--- src/rtl/uart_fp_tx.sv ---
// uart_fp_tx: 8N1 UART transmitter sending one field element LSB byte first, then pulsing done
module uart_fp_tx #(
  parameter int CLK_FREQ     = 100000000,
  parameter int BAUD_RATE    = 460800,
  parameter int DATA_W       = 289,
  parameter int CLKS_PER_BIT = CLK_FREQ / BAUD_RATE,
  parameter int NBYTES       = (DATA_W + 7) / 8
) (
  input  logic              clk,
  input  logic              rst,
  input  logic [DATA_W-1:0] din,
  input  logic              din_valid,
  output logic              din_ready,
  output logic              txd,
  output logic              busy,
  output logic              done
);
  localparam int SW = NBYTES * 8;
  localparam int BW = $clog2(CLKS_PER_BIT);
  localparam int YW = NBYTES > 1 ? $clog2(NBYTES) : 1;
  localparam logic [YW-1:0] LAST_BYTE = YW'(NBYTES - 1);
  localparam logic [BW-1:0] LAST_TICK = BW'(CLKS_PER_BIT - 1);
  typedef enum logic [1:0] {IDLE, START, DATA, STOP} state_t;
  state_t state, state_n;
  logic [BW-1:0] baud_cnt, baud_n;
  logic [2:0] bit_cnt, bit_n;
  logic [YW-1:0] byte_cnt, byte_n;
  logic [SW-1:0] sreg, sreg_n;
  logic txd_n, done_n, tick;
  assign tick = baud_cnt == LAST_TICK;
  assign din_ready = state == IDLE;
  assign busy = state != IDLE;
  // next-state logic; txd and done are computed from the next state so both outputs come straight from flops
  always_comb begin
    state_n = state;
    baud_n = baud_cnt + BW'(1);
    bit_n = bit_cnt;
    byte_n = byte_cnt;
    sreg_n = sreg;
    done_n = 1'b0;
    case (state)
      IDLE: begin
        baud_n = '0;
        if (din_valid) begin
          sreg_n = SW'(din);
          byte_n = '0;
          state_n = START;
        end
      end
      START: if (tick) begin
        baud_n = '0;
        bit_n = '0;
        state_n = DATA;
      end
      DATA: if (tick) begin
        baud_n = '0;
        bit_n = bit_cnt + 3'd1;
        state_n = bit_cnt == 3'd7 ? STOP : DATA;
      end
      STOP: if (tick) begin
        baud_n = '0;
        if (byte_cnt == LAST_BYTE) begin
          state_n = IDLE;
          done_n = 1'b1;
        end else begin
          byte_n = byte_cnt + YW'(1);
          sreg_n = sreg >> 8;
          state_n = START;
        end
      end
      default: state_n = IDLE;
    endcase
    txd_n = state_n == START ? 1'b0 : state_n == DATA ? sreg_n[bit_n] : 1'b1;
  end
  // state, counters, payload and registered line outputs; reset drops any frame in flight
  always_ff @(posedge clk or posedge rst) begin
    if (rst) begin
      state <= IDLE;
      baud_cnt <= '0;
      bit_cnt <= '0;
      byte_cnt <= '0;
      sreg <= '0;
      txd <= 1'b1;
      done <= 1'b0;
    end else begin
      state <= state_n;
      baud_cnt <= baud_n;
      bit_cnt <= bit_n;
      byte_cnt <= byte_n;
      sreg <= sreg_n;
      txd <= txd_n;
      done <= done_n;
    end
  end
endmodule

--- config.mk ---
export PLATFORM = sky130hd
export DESIGN_NAME = uart_fp_tx
export DESIGN_NICKNAME = d
export VERILOG_FILES = /design/src/rtl/uart_fp_tx.sv
export SDC_FILE = /design/constraint.sdc
export NUM_CORES = 1
export LEC_CHECK = 0
export BUFFER_PORTS_ARGS = -buffer_cell sky130_fd_sc_hd__buf_2
export CORE_ASPECT_RATIO = 0.9
export CORE_MARGIN = 2
export CORE_UTILIZATION = 44
export CTS_CLUSTER_DIAMETER = 50
export DETAILED_ROUTE_END_ITERATION = 10
export GPL_TIMING_DRIVEN = 0
export PLACE_DENSITY_LB_ADDON = 0.25
export SYNTH_ARGS = -nofsm -noshare
export SYNTH_HDL_FRONTEND = slang
export SYNTH_SLANG_ARGS = --single-unit
--- constraint.sdc ---
create_clock -name clk -period 14.6 [get_ports clk]
set_clock_uncertainty 0.1 [all_clocks]
set_input_delay 2.92 -clock clk [delete_from_list [all_inputs] [get_ports clk]]
set_output_delay 2.92 -clock clk [all_outputs]
set_load 0.02 [all_outputs]
==> results of run 1 <==
## final cells by class
type | count | area, um^2 | area share (%)
clock buffer | 52 | 1070 | 6.31
timing repair buffer | 297 | 1530 | 9.02
clock inverter | 7 | 73.8 | 0.435
tap | 409 | 512 | 3.01
buffer | 128 | 489 | 2.88
inverter | 19 | 81.3 | 0.479
sequential | 310 | 7760 | 45.7
multi-input combinational | 694 | 5410 | 31.9
antenna | 19 | 47.5 | 0.280
## critical path: stages
cell and delay (ns):
buf_2 0.13, nor2b_1 0.07, a41o_1 0.24, a211oi_2 0.57
clkbuf_1 0.66, clkbuf_1 0.37, and3_1 0.25, a221o_1 0.11
## metal layers
metal / wire length (um) / vias up / global-route usage [%]
met5: 53 / - / 0
met3: 2830 / 69 / 4.84
li1: - / 5288 / -
met2: 17400 / 431 / 35.0
met4: 937 / 8 / 8.02
met1: 17900 / 5612 / 34.2
## path summary, 6_finish.rpt
| kind | cells past startpoint | to | slack, ns | from |
|---|---|---|---|---|
| worst max-delay path | 8 | sreg[200]$_DFFE_PP0P_ | 9.60 | din_valid |
| worst min-delay path | 2 | sreg[3]$_DFF_PP0_ | 0.37 | sreg[3]$_DFF_PP0_ |
| worst max register to register | 10 | sreg[200]$_DFFE_PP0P_ | 11.18 | baud_cnt[0]$_DFF_PP0_ |
| worst min register to register | 2 | sreg[3]$_DFF_PP0_ | 0.37 | sreg[3]$_DFF_PP0_ |
| max in group asynchronous | 4 | sreg[29]$_DFFE_PP0P_ | 10.54 | rst |
| min in group asynchronous | 2 | sreg[150]$_DFFE_PP0P_ | 2.34 | rst |
## per-stage QoR
stage | power [mW] | cell area, um^2 | setup slack [ns] | TNS (ns) | instances
floorplan | 0.888 | 13700 | 3.01 | 0 | 1151
global placement | 0.931 | 15700 | -0.196 | -52.64 | 1855
detailed placement | 0.933 | 15800 | 9.05 | 0 | 1857
CTS | 1.80 | 16900 | 9.57 | 0 | 1916
global route | 1.84 | 17000 | 9.49 | 0 | 1928
finish | 1.78 | 17000 | 9.60 | 0 | 1935
## power breakdown
part	switching (mW)	internal [mW]	total, mW	leakage, nW
Clock	0.340	0.525	0.864	0.563
Combinational	0.0282	0.0289	0.0572	4.48
Sequential	0	0.859	0.859	4.31
Total	0.368	1.41	1.78	9.35
## flip-flops by register name (all words and copies together), names as in the netlist
signal and count:
bit_cnt 3, txd 1, byte_cnt 6, done 1
sreg 289, state 2, baud_cnt 8
## logic make-up (layout without fill, tap and decap cells)
kind of cell             Yosys count  in the layout  synth area share, %
adder cells (fa/ha/maj)           12             12                 1.09
AND/OR/NAND/NOR                  361            361                 15.5
AO/OA/AOI/OAI                    311            311                 22.1
buffers and inverters            147            503                 4.10
XOR/XNOR                          10             10                0.638
flip-flops                       310            310                 56.5
other                              0             19                    0
## cells in the mapped netlist (2+ instances only)
cell      number
a22o_1         2
dfrtp_1      309
a22oi_1        4
xnor2_1        2
nand2_1       33
nand2b_1       4
ha_1          12
nand3_1       12
a222oi_1       2
nand4_1        3
o21ai_0        4
a21oi_1        7
a211o_1        3
a31oi_1        2
xor2_1         8
clkbuf_1     126
o22ai_1        2
nor2_1        21
a221o_1      274
inv_1         18
nand4b_1       3
and3_1       275
==> qor.yml, run 1 <==
holdCritPathClass: "flop to flop"
final_cell_mix: "dfrtp_1 (309), buf_2 (296), and3_1 (275)"
worst_slew_pin_slew_ns: 0.790
relSlewSlack_pct: 47.4
fin_crit_sh_pct: 34.3
ys_types: 47
syn_inst: 1151
setup_viol: 0
chipWidth_um: 190
cts_made_buffers: 34
yosysTopAreaCellShare_pct: 56.3
syn_to_final_growth_pct: 23.6
grt_overflow: 0
fmax_mhz: 200
cts_hold_buffers: 0
yosysTopAreaCell: "dfrtp_1"
clockBufferDepth: 3
routedWlPerCell_um: 20.3
p_leak_nw: 9.35
synth_warnings: 0
vias_per_cell: 5.90
syn_nets: 1455
ys_ff_latch: 310
clock-root-buffer: "clkbuf_16"
synth_top_flop_cell: "dfrtp_1"
synth_async_sr_flop_share_pct: 100
final_common_cell: "dfrtp_1"
place_congestion: 0.844
cap_viol_max_count: 0
nFillCells: 2708
grt_usage_pct: 23.5
finish.utilization_pct: 55.1
dieHeight_um: 172
critical_path.startpoint_type: "input port"
drtIter0Drc: 969
core_area_mm2: 0.0308
critical_path_class: "input port to flop"
clk_latency_ns: 0.50
route.detailed.drc: 0
synth_edf_count: 0
wirelength_mm: 39.2
cts_tree: "done"
cts.htree.levels: 2
port_buffers: 295
drtPass1Iterations: 5
ctsResizeCount: 0
cts.sinks: 310
rsz0062_at_grt: "false"
peakVddDrop_mv: 0.0676
vias: 11400
clkSlewWorstSetupHoldPaths_ns: 0.06
hold_violations: 0
layout-drive-gt1-share_pct: 24.0
grt_pass1_vias: 11000
antenna_found_initial: 21
avgSynthCellArea_um2: 11.9
io_pins: 296
required_ns: 14.93
slew_viol_final: 0
end_kind: "flop"
timing.hold.ws_ns: 0.374
seq_area_frac_synth_pct: 56.5
power_density_mw_per_mm2: 105
dieArea_mm2: 0.0326
synth.top_cells.by_area: "dfrtp_1 (56%), a221o_1 (20%), and3_1 (13%), clkbuf_1 (3.4%), ha_1 (1.1%)"
initial_core_util_pct: 44.5
place_hpwl_mm: 28.4
critPathMaxFanout: 10
status: "finished clean"
final_nets: 1788
grt_pass1_wl_mm: 59.8
arrival_ns: 5.33
post_cts_buffers: 0
row_count: 61
layout_min_cycle_time_ns: 5.00
grt_max_degree: 133
synth_area_mm2: 0.0137
drtAntennaViolNets: 0
Power figures use the tool's default switching activity.
==> inputs of run 2 (changes only) <==
Clock period 14.6 ns to 4.7 ns, I/O delays scaled along.
==> run 2 against run 1 <==
Effect of this change:
- first-iteration DRC count is 9.9% lower
- critical path depth is 2 higher
- critical path type is now flop to flop
- clock power grew to 3.3 times the previous value
- highest routed layer unchanged
- register-to-register slack worse by 10 ns
- global-route usage is 0.59 points higher
- hold slack worse by 0.038 ns
- sequential cell count stayed put
- setup slack worse by 8.4 ns
==> qor.yml, run 2 (same netlist as run 1, synthesis figures left out) <==
top_register: "sreg"
drtPass1Iterations: 5
cts_tree: "done"
cts.htree.levels: 2
grt_overflow: 0
arrival_ns: 3.86
grt_pass1_vias: 11200
ff2ff_path_depth: 10
rsz0062_at_grt: "false"
grt_max_degree: 42
path_buf_inv: 4
core_area_mm2: 0.0308
status: "finished clean"
crit_top_cell: "clkbuf_1"
critical_path_class: "flop to flop"
finish.utilization_pct: 55.6
syn_to_final_growth_pct: 24.8
initial_core_util_pct: 44.5
drtIter0Drc: 873
antenna_found_initial: 17
vias: 11400
setup_slack_ns: 1.19
finalPower_mw: 5.73
cap_viol_max_count: 0
timing.hold.ws_ns: 0.336
clkSlewWorstSetupHoldPaths_ns: 0.06
critPathMaxFanout: 10
final_cell_mix: "dfrtp_1 (309), buf_2 (296), and3_1 (275)"
cpPeakStageDelay_ns: 0.72
power_density_mw_per_mm2: 334
routedWlPerCell_um: 20.4
fin_crit_sh_pct: 74.6
peakVddDrop_mv: 0.221
cp_top_family: "buffers and inverters"
fmax_mhz: 285
vias_per_cell: 5.86
reg2reg_from: "baud_cnt[0]$_DFF_PP0_"
dieArea_mm2: 0.0326
layout_min_cycle_time_ns: 3.51
row_count: 61
layout-drive-gt1-share_pct: 24.5
cts_hold_buffers: 0
worst_slew_pin_slew_ns: 0.869
grt_pass1_wl_mm: 61.4
worst-r2r-setup-slack_ns: 1.19
holdCritPathClass: "input port to async pin"
cp_cell_sequence: "inv_1 -> ha_1 -> nand4_1 -> nor2_8 -> inv_4 -> a211oi_2 -> clkbuf_1 -> clkbuf_1 -> and3_1 -> a221o_1"
clockBufferDepth: 3
chipWidth_um: 190
cts.sinks: 310
dieHeight_um: 172
setup_viol: 0
required_ns: 5.06
critical_path.startpoint_type: "flop"
reg_top3: "sreg x289, baud_cnt x8, byte_cnt x6"
cp_slowest_cell: "clkbuf_1"
end_kind: "flop"
drtAntennaViolNets: 0
final_nets: 1796
cts_made_buffers: 36
port_buffers: 295
route.detailed.drc: 0
clock-root-buffer: "clkbuf_16"
slew_viol_final: 0
relSlewSlack_pct: 42.1
hold_violations: 0
final_common_cell: "dfrtp_1"
largest_reg_flops: 289
io_pins: 296
post_cts_buffers: 0
ctsResizeCount: 0
grt_usage_pct: 24.1
reg2reg_to: "sreg[186]$_DFFE_PP0P_"
place_hpwl_mm: 29.0
place_congestion: 0.867
wirelength_mm: 39.5
clk_latency_ns: 0.52
pre_cts_slack_ns: 1.12
p_leak_nw: 9.43
[run 2: cell count changes in the layout (fill, tap and decap cells not counted), sizes merged]
cell      change
buf           +6
clkbuf        -6
diode         -6
clkinv        +4
bufinv        +3
clkinvlp      +2
[run 2: worst register-to-register path: cells and delay by family, from the launching register on]
family                   cells  cell delay, ns
AO/OA/AOI/OAI                2            0.73
adder cells (fa/ha/maj)      1            0.16
buffers and inverters        4            1.25
flip-flops                   1            0.41
AND/OR/NAND/NOR              3            0.80
[run 2: routing by layer]
layer | routed length (um) | track usage (%)
met5 | 47 | 0
met2 | 17700 | 36.8
met3 | 3110 | 5.35
met1 | 18000 | 34.7
met4 | 668 | 6.77
[run 2: final cells by class]
cell class	count	area, um^2
Fill cell	2717	13700
Sequential cell	310	7760
Multi-Input combinational cell	694	5410
Antenna cell	13	32.5
Buffer	128	489
Tap cell	409	512
Clock buffer	46	1010
Inverter	19	77.6
Clock inverter	16	216
Timing Repair Buffer	303	1640
[run 2: worst max path at each step]
stage / startpoint / endpoint / slack [ns] / cells past startpoint
2_1_floorplan: rst / baud_cnt[0]$_DFF_PP0_ / -0.47 / 1
3_3_place_gp: rst / sreg[214]$_DFFE_PP0P_ / -2.21 / 2
6_report: baud_cnt[0]$_DFF_PP0_ / sreg[186]$_DFFE_PP0P_ / 1.19 / 10
4_1_cts: baud_cnt[0]$_DFF_PP0_ / sreg[10]$_DFFE_PP0P_ / 1.19 / 10
5_1_grt: baud_cnt[0]$_DFF_PP0_ / sreg[186]$_DFFE_PP0P_ / 1.01 / 10
3_5_place_dp: din_valid / sreg[10]$_DFFE_PP0P_ / 1.12 / 8
[run 2: where the power goes]
part | internal (mW) | total, mW | switching, mW | leakage (nW)
registers | 2.67 | 2.67 | 0 | 4.31
logic | 0.0985 | 0.189 | 0.0903 | 4.52
clock network | 1.75 | 2.87 | 1.12 | 0.599
[run 2: metrics by stage]
step	instance area [um^2]	TNS, ns	std cells
2_1_floorplan	13700	-144.03	1151
3_3_place_gp	15700	-670.89	1855
3_5_place_dp	15900	0	1863
4_1_cts	17100	0	1925
5_1_grt	17100	0	1931
6_report	17100	0	1938
==> inputs of run 3 (changes only) <==
Clock period 4.7 ns to 2.9 ns, I/O delays scaled along.
==> run 3 against run 2 <==
Effect of this change:
- the flow now finishes with violations (setup timing)
- core utilization rose by 0.44 points
- die area is the same
- combinational power up 62%
- clock power rose by 62%
- critical path depth rose by 3
- highest routed layer unchanged
- register-to-register slack lost 1.2 ns
- count of clock-buffer cells in the layout unchanged
- critical endpoint is now txd$_DFF_PP1_
- routed wire length increased by 0.34%
- critical path type unchanged
- global-route usage is essentially flat
- hold slack got worse by 0.16 ns
==> qor.yml, run 3 (same netlist as run 1, synthesis figures left out) <==
status: "complete, but fails checks"
violations: "setup timing"
syn_to_final_growth_pct: 25.8
chipWidth_um: 190
critPathMaxFanout: 8
routedWlPerCell_um: 20.4
route.detailed.drc: 0
finalPower_mw: 9.29
setup_viol: 1
swShare_pct: 21.1
hold_violations: 0
final_nets: 1804
end_kind: "flop"
finish.utilization_pct: 56.1
timing.hold.ws_ns: 0.179
nFillCells: 2698
cpPeakStageDelay_ns: 0.41
clkSlewWorstSetupHoldPaths_ns: 0.06
dieHeight_um: 172
seq_power_share_pct: 46.6
final_cell_mix: "dfrtp_1 (309), buf_2 (296), and3_1 (275)"
largest_reg_flops: 289
slew_viol_final: 0
cts_tree: "done"
top_register: "sreg"
p_leak_nw: 9.55
io_pins: 296
reg2reg_from: "baud_cnt[0]$_DFF_PP0_"
power_density_mw_per_mm2: 537
fmax_mhz: 344
drtAntennaViolNets: 0
fin_crit_sh_pct: 100
required_ns: 3.23
reg2reg_to: "txd$_DFF_PP1_"
fin_tns_setup_ns: -0.00488
cp_slowest_cell: "dfrtp_1"
drtIter0Drc: 861
rsz0062_at_grt: "true"
p_sw_mw: 1.96
cap_viol_max_count: 0
combinationalPowerShare_pct: 3.3
pre_cts_slack_ns: -0.591
grt_max_degree: 42
cp_top_family: "compound AO/OA/AOI/OAI gates"
dieArea_mm2: 0.0326
peakVddDrop_mv: 0.341
path_buf_inv: 2
intPower_mw: 7.33
critical_path_class: "flop to flop"
antenna_found_initial: 17
drtPass1Iterations: 5
hold_start: "din[288]"
crit_top_cell: "ha_1"
ff2ff_path_depth: 13
cts_made_buffers: 36
grt_usage_pct: 24.2
grt_pass1_wl_mm: 61.5
critical_path.startpoint_type: "flop"
grt_overflow: 0
clockBufferDepth: 3
wirelength_mm: 39.6
port_buffers: 295
grt_pass1_vias: 11200
clk_latency_ns: 0.52
place_congestion: 0.867
place_hpwl_mm: 29.0
worst_slew_pin_slew_ns: 0.578
layout_min_cycle_time_ns: 2.90
relSlewSlack_pct: 61.5
core_area_mm2: 0.0308
clock-root-buffer: "clkbuf_16"
clock_power_share_pct: 50.1
setup_slack_ns: -0.00488
final_common_cell: "dfrtp_1"
layout-drive-gt1-share_pct: 26.4
cts.sinks: 310
min_to: "sreg[288]$_DFFE_PP0P_"
holdCritPathClass: "input port to flop"
cp_cell_sequence: "inv_1 -> ha_1 -> nand4_1 -> nor2_8 -> inv_6 -> ha_1 -> nand2b_4 -> a31oi_4 -> a221o_1 -> a21oi_2 -> a31oi_1 -> a31o_1 -> o32a_1"
worst-r2r-setup-slack_ns: -0.005
row_count: 61
vias_per_cell: 5.85
arrival_ns: 3.23
hold_depth: 3
cts.htree.levels: 2
initial_core_util_pct: 44.5
vias: 11400
reg_top3: "sreg x289, baud_cnt x8, byte_cnt x6"
[run 3: worst register-to-register path, delay by kind of cell, from the launching register on]
family | cells | cell delay [ns]
and+or+nand+nor | 3 | 0.58
adders and majority gates | 2 | 0.43
AOI/OAI and AO/OA | 6 | 1.16
DFF | 1 | 0.41
buffers and inverters | 2 | 0.14
[run 3: routing by layer]
layer | vias up | GRT usage (%) | share of wire [%]
li1 | 5315 | - | -
met1 | 5589 | 34.8 | 46
met2 | 419 | 36.9 | 45
met3 | 53 | 5.31 | 7.8
met4 | 8 | 6.64 | 1.6
met5 | - | 0 | 0.12
[run 3: how the worst max path moves through the flow]
| stage | end | from | cells after the start |
|---|---|---|---|
| CTS | sreg[10]$_DFFE_PP0P_ | state[0]$_DFF_PP0_ | 9 |
| global placement | sreg[214]$_DFFE_PP0P_ | rst | 2 |
| global route | txd$_DFF_PP1_ | baud_cnt[0]$_DFF_PP0_ | 13 |
| floorplan | baud_cnt[0]$_DFF_PP0_ | rst | 1 |
| detailed placement | sreg[10]$_DFFE_PP0P_ | baud_cnt[0]$_DFF_PP0_ | 10 |
| finish | txd$_DFF_PP1_ | baud_cnt[0]$_DFF_PP0_ | 13 |
[run 3: power groups by stage]
stage / Clock [mW] / Sequential [mW] / Combinational (mW)
final: 4.65 / 4.33 / 0.307
after global routing: 4.90 / 4.32 / 0.345
after CTS: 4.73 / 4.33 / 0.315
after detailed placement: 0 / 4.40 / 0.312
after global placement: 0 / 4.41 / 0.280
after floorplan: 0 / 4.41 / 0.0661
[run 3: per-stage QoR]
| step | instance area [um^2] | instances |
|---|---|---|
| global placement | 15700 | 1855 |
| finish | 17300 | 1946 |
| CTS | 17200 | 1932 |
| floorplan | 13700 | 1151 |
| global route | 17300 | 1939 |
| detailed placement | 15900 | 1863 |
[run 3: what timing repair did]
| action | in CTS | in global routing |
|---|---|---|
| endpoints found under the hold margin | 18 | 0 |
| setup buffers | 6 | 2 |
| hold buffers | 1 | 0 |
| pin swaps | 5 | 8 |
| endpoints found under the setup margin | 288 | 283 |
| resized for setup | 16 | 18 |
[run 3: cell type report]
cell class | instances | area, um^2 | share of cell area, %
antenna | 13 | 32.5 | 0.188
clock buffer | 46 | 1010 | 5.85
timing repair buffer | 312 | 1710 | 9.87
tap | 409 | 512 | 2.96
sequential | 310 | 7760 | 44.9
inverter | 19 | 80.1 | 0.463
buffer | 127 | 512 | 2.96
clock inverter | 16 | 216 | 1.25
multi-input combinational | 694 | 5450 | 31.6
